File: src/rtl/pipe_pkg.sv
// Shared EX-stage definitions: data width, RV M-extension funct3 codes and
// the multiply/divide sequencer state type.
package pipe_pkg;

    localparam int XLEN = 64;

    localparam logic [2:0] F3_MUL    = 3'd0;
    localparam logic [2:0] F3_MULH   = 3'd1;
    localparam logic [2:0] F3_MULHSU = 3'd2;
    localparam logic [2:0] F3_MULHU  = 3'd3;
    localparam logic [2:0] F3_DIV    = 3'd4;
    localparam logic [2:0] F3_DIVU   = 3'd5;
    localparam logic [2:0] F3_REM    = 3'd6;
    localparam logic [2:0] F3_REMU   = 3'd7;

    typedef enum logic [1:0] {
        IDLE = 2'd0,
        BUSY = 2'd1,
        DONE = 2'd2
    } md_state_t;

endpackage

File: src/rtl/ex_muldiv_unit.sv
// Iterative RV64M multiply/divide unit: shift-add multiply and restoring
// divide share one 2*XLEN shift register and one iteration counter.
module ex_muldiv_unit #(
    parameter int XLEN = pipe_pkg::XLEN
) (
    input  logic            clk,
    input  logic            rst_n,
    input  logic            start,
    input  logic            flush,
    input  logic [2:0]      funct3,
    input  logic [XLEN-1:0] rs1_data,
    input  logic [XLEN-1:0] rs2_data,
    input  logic [4:0]      rd_in,
    output logic            stall,
    output logic            result_valid,
    output logic [XLEN-1:0] result,
    output logic [4:0]      rd_out,
    output logic            busy
);
    import pipe_pkg::*;

    localparam int CW = $clog2(XLEN) + 1;
    localparam logic [XLEN-1:0] ONES = {XLEN{1'b1}};
    localparam logic [XLEN-1:0] ZERO = {XLEN{1'b0}};
    localparam logic [XLEN-1:0] MINV = {1'b1, {(XLEN-1){1'b0}}};

    md_state_t       state_r;
    logic [2:0]      f3_r;
    logic            neg_r;
    logic [XLEN-1:0] opb_r;
    logic [2*XLEN-1:0] acc_r;
    logic [CW-1:0]   count_r;
    logic [4:0]      rd_r;

    logic            rs1_signed_s, rs2_signed_s, sign1_s, sign2_s, neg_s;
    logic [XLEN-1:0] mag_a_s, mag_b_s, fast_res_s;
    logic            div_zero_s, ovf_s, fast_s;
    logic [XLEN:0]   add_s, shift_s, diff_s;
    logic [2*XLEN-1:0] step_s, prod_s;
    logic [XLEN-1:0] quo_s, rem_s, final_s;

    assign rs1_signed_s = (funct3 == F3_MULH) || (funct3 == F3_MULHSU) ||
                          (funct3 == F3_DIV)  || (funct3 == F3_REM);
    assign rs2_signed_s = (funct3 == F3_MULH) || (funct3 == F3_DIV) || (funct3 == F3_REM);
    assign sign1_s = rs1_signed_s && rs1_data[XLEN-1];
    assign sign2_s = rs2_signed_s && rs2_data[XLEN-1];
    assign mag_a_s = sign1_s ? (ZERO - rs1_data) : rs1_data;
    assign mag_b_s = sign2_s ? (ZERO - rs2_data) : rs2_data;
    // Remainder takes the dividend's sign; products and quotients the XOR.
    assign neg_s   = (funct3 == F3_REM) ? sign1_s : (sign1_s ^ sign2_s);

    assign div_zero_s = funct3[2] && (rs2_data == ZERO);
    assign ovf_s      = ((funct3 == F3_DIV) || (funct3 == F3_REM)) &&
                        (rs1_data == MINV) && (rs2_data == ONES);
    assign fast_s     = div_zero_s || ovf_s;

    // Architected results for divide-by-zero and signed overflow.
    always_comb begin
        fast_res_s = ZERO;
        if (div_zero_s) begin
            fast_res_s = funct3[1] ? rs1_data : ONES;
        end else if (ovf_s) begin
            fast_res_s = funct3[1] ? ZERO : MINV;
        end else begin
            fast_res_s = ZERO;
        end
    end

    assign add_s   = {1'b0, acc_r[2*XLEN-1:XLEN]} +
                     (acc_r[0] ? {1'b0, opb_r} : {(XLEN+1){1'b0}});
    assign shift_s = {acc_r[2*XLEN-1:XLEN], acc_r[XLEN-1]};
    assign diff_s  = shift_s - {1'b0, opb_r};

    // One iteration: divide shifts a quotient bit in, multiply shifts the sum right.
    always_comb begin
        step_s = acc_r;
        if (f3_r[2]) begin
            if (diff_s[XLEN]) begin
                step_s = {shift_s[XLEN-1:0], acc_r[XLEN-2:0], 1'b0};
            end else begin
                step_s = {diff_s[XLEN-1:0], acc_r[XLEN-2:0], 1'b1};
            end
        end else begin
            step_s = {add_s, acc_r[XLEN-1:1]};
        end
    end

    assign prod_s = neg_r ? ({(2*XLEN){1'b0}} - step_s) : step_s;
    assign quo_s  = neg_r ? (ZERO - step_s[XLEN-1:0]) : step_s[XLEN-1:0];
    assign rem_s  = neg_r ? (ZERO - step_s[2*XLEN-1:XLEN]) : step_s[2*XLEN-1:XLEN];

    // Final value selection from the last iteration's register contents.
    always_comb begin
        final_s = ZERO;
        if (f3_r[2]) begin
            final_s = f3_r[1] ? rem_s : quo_s;
        end else if (f3_r == F3_MUL) begin
            final_s = prod_s[XLEN-1:0];
        end else begin
            final_s = prod_s[2*XLEN-1:XLEN];
        end
    end

    assign stall = start && (state_r != DONE) && !flush;
    assign busy  = (state_r != IDLE);

    // Sequencer: accept, iterate, present result; flush wins over everything.
    always_ff @(posedge clk or negedge rst_n) begin
        if (!rst_n) begin
            state_r      <= IDLE;
            f3_r         <= 3'd0;
            neg_r        <= 1'b0;
            opb_r        <= ZERO;
            acc_r        <= {(2*XLEN){1'b0}};
            count_r      <= {CW{1'b0}};
            rd_r         <= 5'd0;
            result       <= ZERO;
            rd_out       <= 5'd0;
            result_valid <= 1'b0;
        end else begin
            result_valid <= 1'b0;
            if (flush) begin
                state_r <= IDLE;
            end else begin
                case (state_r)
                    IDLE: begin
                        if (start) begin
                            f3_r    <= funct3;
                            neg_r   <= neg_s;
                            opb_r   <= mag_b_s;
                            acc_r   <= {ZERO, mag_a_s};
                            count_r <= CW'(XLEN);
                            rd_r    <= rd_in;
                            if (fast_s) begin
                                result       <= fast_res_s;
                                rd_out       <= rd_in;
                                result_valid <= 1'b1;
                                state_r      <= DONE;
                            end else begin
                                state_r <= BUSY;
                            end
                        end else begin
                            state_r <= IDLE;
                        end
                    end
                    BUSY: begin
                        acc_r   <= step_s;
                        count_r <= count_r - CW'(1);
                        if (count_r == CW'(1)) begin
                            result       <= final_s;
                            rd_out       <= rd_r;
                            result_valid <= 1'b1;
                            state_r      <= DONE;
                        end else begin
                            state_r <= BUSY;
                        end
                    end
                    DONE:    state_r <= IDLE;
                    default: state_r <= IDLE;
                endcase
            end
        end
    end

endmodule

File: config.mk
export PLATFORM = sky130hd
export DESIGN_NAME = ex_muldiv_unit
export DESIGN_NICKNAME = d
export VERILOG_FILES = /design/src/rtl/pipe_pkg.sv /design/src/rtl/ex_muldiv_unit.sv
export SDC_FILE = /design/constraint.sdc
export NUM_CORES = 2
export LEC_CHECK = 0
export CAP_MARGIN = 25
export CELL_PAD_IN_SITES_DETAIL_PLACEMENT = 1
export CELL_PAD_IN_SITES_GLOBAL_PLACEMENT = 1
export CORE_ASPECT_RATIO = 0.75
export CORE_UTILIZATION = 49
export DETAILED_ROUTE_END_ITERATION = 6
export GPL_TIMING_DRIVEN = 1
export PLACE_DENSITY = 0.95
export SETUP_SLACK_MARGIN = 0.02
export SYNTH_ARGS = -nofsm -noshare
export SYNTH_HDL_FRONTEND = slang
export SYNTH_SLANG_ARGS = --single-unit
File: constraint.sdc
create_clock -name clk -period 15.3 [get_ports clk]
set_input_delay 2.295 -clock clk [delete_from_list [all_inputs] [get_ports clk]]
set_output_delay 2.295 -clock clk [all_outputs]
set_load 0.01 [all_outputs]
==> results by stage <==
Timing:
- In the final timing run, aggregate negative setup slack is 0 ps.
- Setup repair after global routing left no endpoint under its margin.
- The post-route fraction of the period consumed by the critical path is between 50% and 60%.
- The number of hold violations in the final report is 0.
- The final count of pins violating max slew is 0.
- Headroom to the max-slew limit came out at between 20% and 30%.
- The highest clock rate is around 120 MHz.
- The actual transition at the worst max-transition pin is ~1100 ps.
- Setup violations remaining at the end of the flow were counted as 0.
- The tightest hold margin is between 400 and 500 ps.
- The time the worst path needs with I/O delays and setup is about 8500 ps.
- The final clock skew is between 30 and 40 ps.

Drt:
- The routed layout has between 30,000 and 40,000 vias.
- The detailed-route DRC error count is 0.
- The post-detailed-routing wire length is approximately 160,000 µm.
- The iteration-0 DRC count of the detailed router is roughly 4,800.
- The via-per-instance ratio is between 7 and 8.
- In the final routed layout, each cell accounts on average for 29.1 µm.
- The total iterations of the first detailed-routing run is 7.
- The number of routed nets with antenna violations is 0.

Power:
- In this run the power density over the cells is approximately 180 mW/mm².
- The maximum vdd ir drop is about 0.15 mV.
- The analysis attributes to cell leakage a power of ~15 nW.
- The overall power after layout is roughly 0.0064 W.

Synthesis:
- The share of async-settable or async-resettable flops after synthesis is between 90% and 100%.
- The synthesized flop and latch total is approximately 280.
- The share of the synthesized area in the top cell type is a little over a fifth.
- After synthesis, the cell types taking the most area are sky130_fd_sc_hd__dfrtp_1 (22%), sky130_fd_sc_hd__a21oi_1 (6.2%), sky130_fd_sc_hd__o21ai_0 (6.0%).
- The number of distinct library cell variants in the gate-level netlist after synthesis is 117.
- sky130_fd_sc_hd__dfrtp_1 takes more of the synthesized area than any other cell.
- After synthesis, the mean cell area works out to approximately 7.3 µm².
- Counting every instance in the synthesized netlist gives roughly 4,400.
- The number of synthesized flops with an enable pin is 0.
- The most common cell in the synthesized netlist is sky130_fd_sc_hd__nand2_1.
- After synthesis the cells add up to 0.0319 mm².
- When the netlist entered floorplanning its net count stood at about 4,700.
- The commonest cells after synthesis are sky130_fd_sc_hd__nand2_1 (495), sky130_fd_sc_hd__nor2_1 (472), sky130_fd_sc_hd__a21oi_1 (398).
- In the synthesized netlist the dominant register cell turns out to be sky130_fd_sc_hd__dfrtp_1.
- Sequential elements use between 20% and 30% of the synthesized area.
- The synthesis warning total is 0.

Layout:
- Counting the fill cells in the layout gives 8,094.
- The multi-input combinational cells in the finished layout cover a total of between 0.02 and 0.025 mm².
- Summing all flip-flop and latch instances after layout gives between 0.006 and 0.007 mm².
- The post-route netlist has 6.21% of its cells at a drive strength greater than 1.
- The final net count is 4,743.
- Compared with the post-synthesis result, the final layout area differs by 13.0%.

Job:
- The number of max-capacitance violations reported is 0.

Worst setup path:
- The kind of launch point of the worst setup path is an input pin.
- The dominant delay contributor by cell family on the critical path is simple AND/OR/NAND/NOR gates.
- Traced cell by cell, the critical path runs through clkdlybuf4s50_1 > inv_1 > ha_1 > nor2b_1 > nand3_1 > or3_1 > nor2_1 > nand3_1 > nor4_1 > nand4_1 > o22ai_1 > buf_4 > a21oi_4 > inv_2 > buf_4 > nand4_1 > a221oi_1 > nor2_1.
- The setup path with the least slack is of type input pin to flip-flop.
- The worst setup path is captured at a flip-flop.
- The count of buffer and inverter cells on the critical path is 5.
- STA puts the critical path data required time at 15,770 ps.
- In this run the critical register-to-register path is launched from acc_r[63].
- The largest stage delay on the critical path is around 960 ps.
- The source of the critical timing path is rs2_data[0].
- The worst-path cell with the longest stage delay is sky130_fd_sc_hd__nor4_1.
- Of all nets on the critical path, the largest fanout is ~90.
- The arrival time at the worst endpoint is about 8900 ps.

Outcome:
- The flow ran to the end, and the final reports show no timing, DRC or antenna violations.

CTS:
- The clock-pin slew of the registers on the worst-case setup and hold paths is approximately 60 ps.
- For this design, the sink count on the clock tree is ~280.
- The clock tree from TritonCTS is done.
- The number of buffers created by CTS is 36.
- The clock tree root buffer cell is sky130_fd_sc_hd__clkbuf_16.
- In this run the post-CTS setup repair buffer count came out at 0.
- The maximum level of the CTS H-tree is 2.
- After clock tree synthesis, the repair step resized 0 gates.
- For the worst-skew pair, the clock arrives at the later sink with an insertion delay of 610 ps.
- The maximum count of clock buffers along a single path is 3.
- The post-cts hold buffer count is 0.

Die:
- For this design the top-level I/O count stands at roughly 210.
- The die outline width is between 200 and 300 µm.
- The count of standard-cell rows is 80.
- Once the floorplan was initialized, standard cells occupied about 50% of the core.
- The standard cell core area is around 0.064 mm².
- The die outline area is about 0.066 mm².
- The die boundary height is about 220 µm.

Global routing:
- The wire length of the first global-routing pass is approximately 230,000 µm.
- The via count of the first global-routing pass was between 30,000 and 40,000.
- The overall global routing resource usage is a little under half.
- The number of antenna violations at the first check in global routing was 9.
- The remaining global-route overflow is 0.
- The pin count of the biggest net entering global routing is 94.

Worst hold path:
- The path class of the tightest hold or removal check is flip-flop to flip-flop.
- In this run the most critical hold path is launched from result[61].

Placement:
- The post-DP HPWL is between 100,000 and 150,000 µm.
- The count of buffers added on input and output ports is between 200 and 250.
- Routability-driven placement finished with a final weighted congestion of between 1 and 1.5.
## layer usage
metal | vias up | part of all wire [%] | wire (µm) | global-route usage [%]
li1 | 16300 | - | - | -
met1 | 18600 | 41 | 63800 | 62.1
met2 | 2359 | 42 | 65000 | 66.9
met3 | 517 | 13 | 19600 | 15.0
met4 | 10 | 4.9 | 7620 | 20.4
met5 | - | 0.039 | 61 | 0
## worst min-delay path, stage by stage (launching register included)
cell and delay (ps):
sky130_fd_sc_hd__dfrtp_1 340, sky130_fd_sc_hd__nor2_1 50, sky130_fd_sc_hd__nor2_1 70
## state kept, by name, indices dropped and copies added (netlist names)
register and count:
acc_r 128, opb_r 64, result 64, count_r 7
rd_out 5, rd_r 5, f3_r 3, neg_r 1
result_valid 1, state_r 1
## final timing paths
kind	end	slack, ps	depth (start not counted)
setup / recovery	result[61]	6830	18
hold / removal	result[61]	500	2
setup reg to reg	result[28]	6830	25
hold reg to reg	result[61]	500	2
max in group asynchronous	f3_r[2]	11830	2
min in group asynchronous	acc_r[55]	1730	1
## placed cells by master (no fill, tap or decap), drive strengths merged, types with 26 or more instances in the layout
cell             n
nor2b           26
nand2b          33
inv            130
a21oi          399
mux2i           79
or3             72
nand3           91
nor3           117
a221oi          26
a211oi          36
o31ai           66
buf             86
xnor2          192
or2             32
and2            89
o21a            38
clkbuf          51
a22o            39
nand2          496
a31oi           87
ha             135
dfrtp          279
a21o            60
xor2           167
nor2           473
nor4            56
nand4           75
o22ai           51
o21ai          401
clkdlybuf4s50  210
o211ai          39
## report_power, final
group / internal, W / switching [W]
Clock: 0.000556 / 0.000404
Combinational: 0.00146 / 0.00273
Sequential: 0.000966 / 0.000327
## cell type report
class                   count  share of cell area, %
clock buffers              50                   2.96
well taps                 861                   2.99
multi-input cells        3722                   64.8
diodes                      7                 0.0486
clock inverters            16                  0.535
inverters                 129                   1.34
repair buffers            298                   7.91
flip-flops and latches    279                   19.4
## stage by stage
stage / instances / utilization [%] / cell area, µm² / setup WS (ps)
global route: 5355 / 56.3 / 36000 / 6790
finish: 5362 / 56.3 / 36000 / 6830
floorplan: 4389 / - / 31900 / 8620
global placement: 5277 / 54.1 / 34600 / 6530
detailed placement: 5281 / 54.2 / 34700 / 6350
CTS: 5347 / 56.2 / 35900 / 6740
## logic make-up (layout without fill, tap and decap cells)
| kind of cell | after synthesis | in the layout | synth area share [%] |
|---|---|---|---|
| and+or+nand+nor | 1656 | 1656 | 25.0 |
| adders and majority gates | 137 | 137 | 5.42 |
| DFF | 279 | 279 | 21.9 |
| AOI/OAI and AO/OA | 1466 | 1466 | 29.4 |
| xor gates and xnor gates | 359 | 359 | 9.86 |
| other | 0 | 7 | 0 |
| buffers and inverters | 388 | 493 | 5.05 |
| muxes | 104 | 104 | 3.40 |
No activity file was read; power rests on OpenSTA's default activity.
